===== config.mk =====
export PLATFORM = sky130hd
export DESIGN_NAME = pipeline_controller
export DESIGN_NICKNAME = d
export VERILOG_FILES = /design/src/rtl/pipeline_controller.sv
export SDC_FILE = /design/constraint.sdc
export NUM_CORES = 1
export LEC_CHECK = 0
export CAP_MARGIN = 20
export CORE_MARGIN = 1
export CORE_UTILIZATION = 41
export CTS_CLUSTER_DIAMETER = 120
export CTS_CLUSTER_SIZE = 10
export DETAILED_ROUTE_END_ITERATION = 8
export PLACE_DENSITY = 0.84
export SYNTH_ARGS = -nofsm -noshare
export SYNTH_HDL_FRONTEND = slang
export SYNTH_SLANG_ARGS = --single-unit

===== constraint.sdc =====
create_clock -name clk_i -period 2.3 [get_ports clk_i]
set_clock_uncertainty 0.05 [all_clocks]
set_input_delay 0.23 -clock clk_i [delete_from_list [all_inputs] [get_ports clk_i]]
set_output_delay 0.23 -clock clk_i [all_outputs]
set_load 0.02 [all_outputs]

===== src/rtl/pipeline_controller.sv =====
// Hazard and trap sequencer for the 5-stage core.
// Arbitrates stalls/flushes and walks trap entry: drain, flush, commit.
module pipeline_controller #(
   parameter int FLUSH_CYCLES = 2
) (
   input  logic        clk_i,
   input  logic        rst_i,
   input  logic        exception_illegal_instruction_i,
   input  logic        exception_breakpoint_i,
   input  logic        exception_env_call_from_M_mode_i,
   input  logic [31:0] program_counter_decode_stage_i,
   input  logic        en_flush_mret_instruction_i,
   input  logic        en_stall_decode_stage_i,
   input  logic        branch_mispredict_i,
   input  logic        stall_mem_i,
   input  logic        exception_load_misaligned_i,
   input  logic        exception_store_misaligned_i,
   input  logic [31:0] exception_mem_adress_i,
   input  logic [31:0] program_counter_mem_stage_i,
   output logic        stall_fetch_stage_o,
   output logic        stall_decode_stage_o,
   output logic        stall_execute_stage_o,
   output logic        flush_fetch_stage_o,
   output logic        flush_decode_stage_o,
   output logic        flush_execute_stage_o,
   output logic        en_exception_o,
   output logic [2:0]  exception_cause_o,
   output logic [31:0] exception_adress_o,
   output logic [31:0] exception_program_counter_o
);

   localparam int CW = $clog2(FLUSH_CYCLES + 1);

   typedef enum logic [1:0] {
      RUN,
      DRAIN,
      FLUSH,
      TRAP
   } state_t;

   state_t        state_q, state_d;
   logic [CW-1:0] cnt_q, cnt_d;
   logic [2:0]    cause_q, cause_d;
   logic [31:0]   adr_q, adr_d;
   logic [31:0]   pc_q, pc_d;
   logic          exc_q, exc_d;

   logic          mem_exc;
   logic [2:0]    mem_cause;
   logic          dec_exc;
   logic [2:0]    dec_cause;

   always_comb begin
      mem_exc   = exception_load_misaligned_i
                | exception_store_misaligned_i;
      mem_cause = exception_load_misaligned_i ? 3'd3 : 3'd4;
      dec_exc   = exception_illegal_instruction_i
                | exception_breakpoint_i
                | exception_env_call_from_M_mode_i;
      if (exception_illegal_instruction_i)
         dec_cause = 3'd0;
      else if (exception_breakpoint_i)
         dec_cause = 3'd1;
      else
         dec_cause = 3'd2;
   end

   always_comb begin
      state_d = state_q;
      cnt_d   = cnt_q;
      cause_d = cause_q;
      adr_d   = adr_q;
      pc_d    = pc_q;
      exc_d   = 1'b0;
      stall_fetch_stage_o   = 1'b0;
      stall_decode_stage_o  = 1'b0;
      stall_execute_stage_o = 1'b0;
      flush_fetch_stage_o   = 1'b0;
      flush_decode_stage_o  = 1'b0;
      flush_execute_stage_o = 1'b0;

      unique case (state_q)
         RUN: begin
            if (mem_exc) begin
               cause_d = mem_cause;
               adr_d   = exception_mem_adress_i;
               pc_d    = program_counter_mem_stage_i;
               cnt_d   = '0;
               state_d = FLUSH;
            end else if (branch_mispredict_i) begin
               // wrong-path decode events are dropped here
               flush_fetch_stage_o  = 1'b1;
               flush_decode_stage_o = 1'b1;
            end else if (stall_mem_i) begin
               stall_fetch_stage_o   = 1'b1;
               stall_decode_stage_o  = 1'b1;
               stall_execute_stage_o = 1'b1;
               if (dec_exc) begin
                  cause_d = dec_cause;
                  adr_d   = '0;
                  pc_d    = program_counter_decode_stage_i;
                  state_d = DRAIN;
               end
            end else if (dec_exc) begin
               cause_d = dec_cause;
               adr_d   = '0;
               pc_d    = program_counter_decode_stage_i;
               cnt_d   = '0;
               state_d = FLUSH;
            end else if (en_flush_mret_instruction_i) begin
               flush_fetch_stage_o  = 1'b1;
               flush_decode_stage_o = 1'b1;
            end else if (en_stall_decode_stage_i) begin
               stall_fetch_stage_o = 1'b1;
            end
         end

         DRAIN: begin
            stall_fetch_stage_o   = 1'b1;
            stall_decode_stage_o  = 1'b1;
            stall_execute_stage_o = 1'b1;
            // an older mem fault replaces the pending decode trap
            if (mem_exc) begin
               cause_d = mem_cause;
               adr_d   = exception_mem_adress_i;
               pc_d    = program_counter_mem_stage_i;
               cnt_d   = '0;
               state_d = FLUSH;
            end else if (!stall_mem_i) begin
               cnt_d   = '0;
               state_d = FLUSH;
            end
         end

         FLUSH: begin
            stall_fetch_stage_o   = 1'b1;
            flush_fetch_stage_o   = 1'b1;
            flush_decode_stage_o  = 1'b1;
            flush_execute_stage_o = 1'b1;
            cnt_d = cnt_q + CW'(1);
            if (cnt_q == CW'(FLUSH_CYCLES - 1)) begin
               state_d = TRAP;
               exc_d   = 1'b1;
            end
         end

         TRAP: begin
            stall_fetch_stage_o   = 1'b1;
            flush_fetch_stage_o   = 1'b1;
            flush_decode_stage_o  = 1'b1;
            flush_execute_stage_o = 1'b1;
            state_d = RUN;
         end

         default: state_d = RUN;
      endcase

      if (rst_i) begin
         stall_fetch_stage_o   = 1'b0;
         stall_decode_stage_o  = 1'b0;
         stall_execute_stage_o = 1'b0;
         flush_fetch_stage_o   = 1'b1;
         flush_decode_stage_o  = 1'b1;
         flush_execute_stage_o = 1'b1;
      end
   end

   always_ff @(posedge clk_i) begin
      if (rst_i) begin
         state_q <= RUN;
         cnt_q   <= '0;
         cause_q <= '0;
         adr_q   <= '0;
         pc_q    <= '0;
         exc_q   <= 1'b0;
      end else begin
         state_q <= state_d;
         cnt_q   <= cnt_d;
         cause_q <= cause_d;
         adr_q   <= adr_d;
         pc_q    <= pc_d;
         exc_q   <= exc_d;
      end
   end

   assign en_exception_o              = exc_q;
   assign exception_cause_o           = cause_q;
   assign exception_adress_o          = adr_q;
   assign exception_program_counter_o = pc_q;

endmodule


==> results of run 1 <==
-- cell type report --
class                   instances  area (sq um)
clock inverters                 6          61.3
inverters                       8          30.0
flip-flops and latches         72          1440
well taps                     108           135
multi-input cells             255          2010
fillers                       677          2820
clock buffers                   9           124
repair buffers                214          2100
-- path summary, 6_finish.rpt --
check                              endpoint  slack, ns  cells past startpoint
max                     stall_fetch_stage_o       0.05                      6
min          exception_program_counter_o[0]       0.36                      3
max reg2reg          exception_adress_o[19]       0.16                      7
min reg2reg            exception_cause_o[2]       0.44                      2
-- metal layers --
layer  GRT usage  vias to the layer above  share of wire
met2       0.416                      161           0.50
met4      0.0758                        0          0.018
met1       0.270                     1806           0.40
met5           0                        -              0
li1            -                     1821              -
met3      0.0708                       17          0.086
-- through the flow --
stage / hold WS [ns] / TNS [ns]
after global routing: 0.361 / -0.00406
final: 0.358 / 0
after floorplan: 0.314 / 0
after CTS: 0.332 / 0
after detailed placement: 0.439 / -0.831
after global placement: 0.409 / -0.692
-- what timing repair did --
action | in CTS | in global routing
gates resized for setup | 13 | 14
gates cloned | 0 | 1
pin swaps | 0 | 5
setup endpoints to repair | 6 | 13
-- tightest hold or removal path, cell delays in order --
cell and delay, ns:
buf_2 0.14, buf_4 0.25, a211oi_2 0.05
-- synth_stat cells (2+ instances only) --
library cell	n	share of area
buf_2	8	0.011
nor2_1	8	0.0081
a31o_2	3	0.0071
o211a_1	32	0.087
a211oi_1	4	0.0081
a21oi_1	42	0.057
buf_4	4	0.0081
clkbuf_1	23	0.023
o21bai_1	2	0.0041
inv_1	7	0.0071
or4_1	2	0.0041
a311oi_1	3	0.0071
o21ai_0	36	0.049
a211oi_2	30	0.10
ha_1	6	0.020
nand2_1	2	0.0020
dfxtp_1	72	0.39
buf_6	10	0.030
a31o_1	30	0.071
or3_1	36	0.061
-- state kept, by name (all words and copies together), names as in the netlist --
name,count
cnt_q,2
en_exception_o,1
exception_adress_o,32
exception_cause_o,3
exception_program_counter_o,32
state_q,2
-- power by group --
group / total (mW) / switching [mW] / internal [mW]
clock network: 0.948 / 0.457 / 0.491
logic: 4.06 / 2.17 / 1.89
registers: 1.92 / 0.232 / 1.69
-- kinds of logic (layout without fill, tap and decap cells) --
kind of cell             after synthesis  in the layout  synth area share
flip-flops                            72             72             0.390
buffers and inverters                 53            237            0.0808
AO/OA/AOI/OAI                        192            192             0.417
adder cells (fa/ha/maj)                6              6            0.0203
AND/OR/NAND/NOR                       56             57            0.0927
==> flow_metrics.env, run 1 <==
export IMPL_setup_viol=0
export IMPL_cts_sinks=72
export IMPL_synth_avg_cell_area_sq_um=9.76
export IMPL_status="completed"
export IMPL_instances_no_fill=672
export IMPL_grt_max_degree=35
export IMPL_p_per_area_nw_per_um2=1170
export IMPL_hold_class="in -> reg"
export IMPL_dr_pass1_iters=5
export IMPL_path_cells="clkdlybuf4s50_1 > nor3_1 > a31oi_1 > or3_1 > a21oi_1 > dlygate4sd2_1"
export IMPL_track_usage=0.235
export IMPL_coreArea_sq_um=8720
export IMPL_maxSlewHeadroom=0.495
export IMPL_crit_arrival_ns=1.97
export IMPL_endpoint_kind="primary output"
export IMPL_cts_hold_fix_buffers=0
export IMPL_ys_async_sr_fraction=0
export IMPL_worst_slew_pin_slew_ns=0.757
export IMPL_cp_startpoint="exception_breakpoint_i"
export IMPL_worstReg2RegStart="state_q[1]"
export IMPL_power_mw=6.93
export IMPL_required_ns=2.02
export IMPL_die_h_um=97.0
export IMPL_synth_edf_count=0
export IMPL_start_kind="input port"
export IMPL_finish_utilization=0.677
export IMPL_num_rows=34
export IMPL_min_period_ns=2.25
export IMPL_period_share=0.978
export IMPL_synthFlopType="dfxtp_1"
export IMPL_antenna_found_initial=0
export IMPL_place_hpwl_mm=8.20
export IMPL_stdcell_area_sq_um=5900
export IMPL_cts_tree="done"
export IMPL_ys_seq_area_frac=0.390
export IMPL_post_cts_setup_buffer_count=0
export IMPL_io_buffers=180
export IMPL_crit_type="in -> out"
export IMPL_wl_mm=11.4
export IMPL_initial_core_util=0.424
export IMPL_numCtsBuffers=9
export IMPL_slowest_stage="clkdlybuf4s50_1"
export IMPL_slew_viol_final=0
export IMPL_htreeDepth=3
export IMPL_clk_latency_ns=0.33
export IMPL_critPathMaxStageDelay_ns=0.46
export IMPL_wl_per_cell_um=16.9
export IMPL_grt_pass1_vias=3788
export IMPL_drt_antenna_violating_nets=0
export IMPL_clk_pin_slew_ns=0.07
export IMPL_diodes=0
export IMPL_placed_cells=656
export IMPL_ir_drop_uv=574
export IMPL_detailedPlace_worstSlack_ns=-0.216
export IMPL_drt_iter0_drc=101
export IMPL_die_w_um=97.0
export IMPL_layout_common_cells="clkdlybuf4s50_1, dfxtp_1, a21oi_1"
export IMPL_crit_fanout=4
export IMPL_maxCapViolations=0
export IMPL_layout_drive_gt1_share=0.184
export IMPL_globalRoute_totalOverflow=0
export IMPL_drc=0
export IMPL_synth_seq_cells=72
export IMPL_die_area_sq_um=9410
export IMPL_place_area_sq_um=5700
export IMPL_yosysWarnings=0
export IMPL_leakagePower_nw=2.47
export IMPL_area_growth_pct=59.6
export IMPL_via_count=3805
export IMPL_synthCells=379
export IMPL_finalHoldViolations=0
export IMPL_critPathTopFamily="buffers and inverters"
export IMPL_fin_nets=673
export IMPL_grt_pass1_wl_mm=18.4
export IMPL_globalplace_congestion=0.854
export IMPL_root_buffer="clkbuf_8"
export IMPL_ioPinCount=181
export IMPL_clockBufferDepth=2
export IMPL_setup_ws_ns=0.0502
export IMPL_path_buf_inv=2
export IMPL_synth_cell_types=39
export IMPL_fmax_mhz=444
export IMPL_worstHoldStart="rst_i"
export IMPL_final_common_cell="clkdlybuf4s50_1"
export IMPL_viasPerCell=5.66
export IMPL_synth_fp_nets=492
export IMPL_synth_area_sq_um=3700
No activity file was read; power rests on OpenSTA's default activity.
==> run 2, diff against run 1 <==
- ABC_AREA: default -> 1
- CORE_UTILIZATION: 41 -> 42
- CTS_BUF_LIST: default -> sky130_fd_sc_hd__clkbuf_8
- PLACE_DENSITY: 0.84 -> 0.86
- SKIP_LAST_GASP: default -> 1
==> run 2 against run 1 <==
  * Clock-buffer cell count rose by 3
  * Utilization grew 1.7 points
  * Worst hold slack worse by 0.066 ns
  * Non-clock buffer count decreased by 17
  * Maximum frequency up 4.6%
  * Worst setup slack better by 0.10 ns
  * Die area fell by 4.7%
  * Final area down 3.0%
  * Largest power group unchanged
==> flow_metrics.env, run 2 <==
export IMPL_final_common_cell="nand2_1"
export IMPL_required_ns=2.02
export IMPL_clk_pin_slew_ns=0.08
export IMPL_setup_viol=0
export IMPL_switching_power_mw=2.49
export IMPL_crit_arrival_ns=1.87
export IMPL_post_cts_setup_buffer_count=0
export IMPL_slew_viol_final=0
export IMPL_endpoint_kind="primary output"
export IMPL_crit_end="flush_execute_stage_o"
export IMPL_holdWs_ns=0.292
export IMPL_min_path_cells=4
export IMPL_grt_pass1_vias=3820
export IMPL_via_count=4029
export IMPL_synth_edf_count=0
export IMPL_synth_most_common_cell="nand2_1"
export IMPL_crit_type="reg -> out"
export IMPL_coreArea_sq_um=8260
export IMPL_io_buffers=180
export IMPL_p_comb_frac=0.523
export IMPL_min_period_ns=2.15
export IMPL_wl_mm=11.2
export IMPL_cts_sinks=72
export IMPL_regToRegSetupSlack_ns=0.35
export IMPL_critPathMaxStageDelay_ns=0.55
export IMPL_synth_avg_cell_area_sq_um=6.83
export IMPL_pwr_share_seq=0.288
export IMPL_synthCells=528
export IMPL_cts_tree="done"
export IMPL_fin_tns_setup_ns=0
export IMPL_layout_drive_gt1_share=0.0643
export IMPL_synth_seq_cells=72
export IMPL_synth_cell_types=21
export IMPL_grt_pass1_wl_mm=17.4
export IMPL_fin_nets=808
export IMPL_worst_slew_pin_slew_ns=0.377
export IMPL_synth_top_cell_area_share=0.400
export IMPL_synthFlopType="dfxtp_1"
export IMPL_drt_iter0_drc=126
export IMPL_area_growth_pct=58.8
export IMPL_path_cells="inv_1 > ha_1 > nor2_1 > nand2_1 > clkdlybuf4s50_1"
export IMPL_yosys_top_cells_count="nand2_1, dfxtp_1, a21oi_1"
export IMPL_period_share=0.935
export IMPL_worstRegToRegCells=8
export IMPL_ys_seq_area_frac=0.400
export IMPL_antenna_found_initial=0
export IMPL_synth_fp_nets=641
export IMPL_reg2reg_to="exception_program_counter_o[28]"
export IMPL_dr_pass1_iters=4
export IMPL_clk_latency_ns=0.32
export IMPL_die_area_sq_um=8960
export IMPL_crit_fanout=4
export IMPL_slowest_stage="clkdlybuf4s50_1"
export IMPL_synth_top_cell_by_area="dfxtp_1"
export IMPL_ir_drop_uv=772
export IMPL_viasPerCell=5.00
export IMPL_num_rows=33
export IMPL_die_w_um=94.7
export IMPL_maxSlewHeadroom=0.749
export IMPL_cp_startpoint="state_q[0]"
export IMPL_ioPinCount=181
export IMPL_fmax_mhz=465
export IMPL_initial_core_util=0.437
export IMPL_yosysWarnings=0
export IMPL_globalRoute_totalOverflow=0
export IMPL_place_hpwl_mm=8.09
export IMPL_status="completed"
export IMPL_htreeDepth=3
export IMPL_diodes=0
export IMPL_finish_utilization=0.694
export IMPL_place_area_sq_um=5490
export IMPL_synth_area_sq_um=3610
export IMPL_globalplace_congestion=0.844
export IMPL_ys_top_cells_by_area="dfxtp_1, nand2_1, a21oi_1"
export IMPL_drt_antenna_violating_nets=0
export IMPL_clockBufferDepth=2
export IMPL_drc=0
export IMPL_numCtsBuffers=9
export IMPL_hold_class="in -> reg"
export IMPL_worstReg2RegStart="state_q[1]"
export IMPL_p_sw_frac=0.400
export IMPL_wl_per_cell_um=13.9
export IMPL_p_clk_frac=0.189
export IMPL_die_h_um=94.7
export IMPL_root_buffer="clkbuf_8"
export IMPL_power_mw=6.24
export IMPL_start_kind="register"
export IMPL_ys_async_sr_fraction=0
export IMPL_rsz0062_at_grt="no"
export IMPL_p_int_mw=3.74
export IMPL_maxCapViolations=0
export IMPL_p_per_area_nw_per_um2=1090
export IMPL_grt_max_degree=65
export IMPL_finalHoldViolations=0
export IMPL_stdcell_area_sq_um=5730
export IMPL_leakagePower_nw=2.43
export IMPL_track_usage=0.245
export IMPL_layout_common_cells="nand2_1, clkdlybuf4s50_1, dfxtp_1"
run 2: changes by cell type after synthesis, moves of 31 or more:
cell      change
nand2_1     +214
nand3_1      +43
or3_1        -36
nand3b_1     +33
o211a_1      -32
o21ai_0      -31
run 2: worst max-delay path: cells and delay by family, from the launching register on:
family,cells,cell delay (ns)
and+or+nand+nor,2,0.26
DFF,1,0.38
adders and majority gates,1,0.26
buffers and inverters,2,0.65
run 2: logic make-up after synthesis:
group	Yosys count	synth area share
AOI/OAI and AO/OA	77	0.108
adders and majority gates	6	0.0208
buffers and inverters	59	0.0825
DFF	72	0.400
and+or+nand+nor	314	0.389
run 2: power by group through the flow:
stage	clock [mW]	combinational, mW	sequential (mW)
finish	1.18	3.26	1.80
global route	1.25	3.55	1.84
CTS	1.20	3.28	1.80
detailed placement	0	3.27	1.82
global placement	0	3.21	1.80
floorplan	0	1.59	2.20
run 2: per-layer routing:
| metal | GRT usage | part of all wire | vias to the layer above |
|---|---|---|---|
| li1 | - | - | 2034 |
| met1 | 0.285 | 0.41 | 1816 |
| met2 | 0.438 | 0.49 | 159 |
| met3 | 0.0475 | 0.080 | 20 |
| met4 | 0.0947 | 0.021 | 0 |
| met5 | 0 | 0 | - |
run 2: worst min-delay path by stage:
stage | startpoint | endpoint | slack (ns)
2_1_floorplan | cnt_q[1] | cnt_q[1] | 0.41
3_3_place_gp | exception_cause_o[2] | exception_cause_o[2] | 0.38
3_5_place_dp | exception_cause_o[2] | exception_cause_o[2] | 0.39
4_1_cts | rst_i | exception_cause_o[2] | 0.27
5_1_grt | rst_i | exception_cause_o[2] | 0.31
6_report | rst_i | exception_cause_o[2] | 0.29
run 2: area by class of cell:
type,count,area [sq um]
clock buffer,12,165
clock inverter,4,75.1
fill,696,2530
inverter,18,67.6
multi-input combinational,397,1880
sequential,72,1440
tap,105,131
timing repair buffer,197,1970
run 2: what timing repair did:
action,4_1_cts,5_1_grt
hold buffers,0,0
resized for setup,5,1
setup endpoints to repair,5,2
run 2: stage by stage:
step                      worst slack, ns  cells
after floorplan                     0.529    528
after global placement             0.0353    789
after detailed placement          0.00289    789
after CTS                           0.109    805
after global routing               0.0252    805
final                               0.150    805
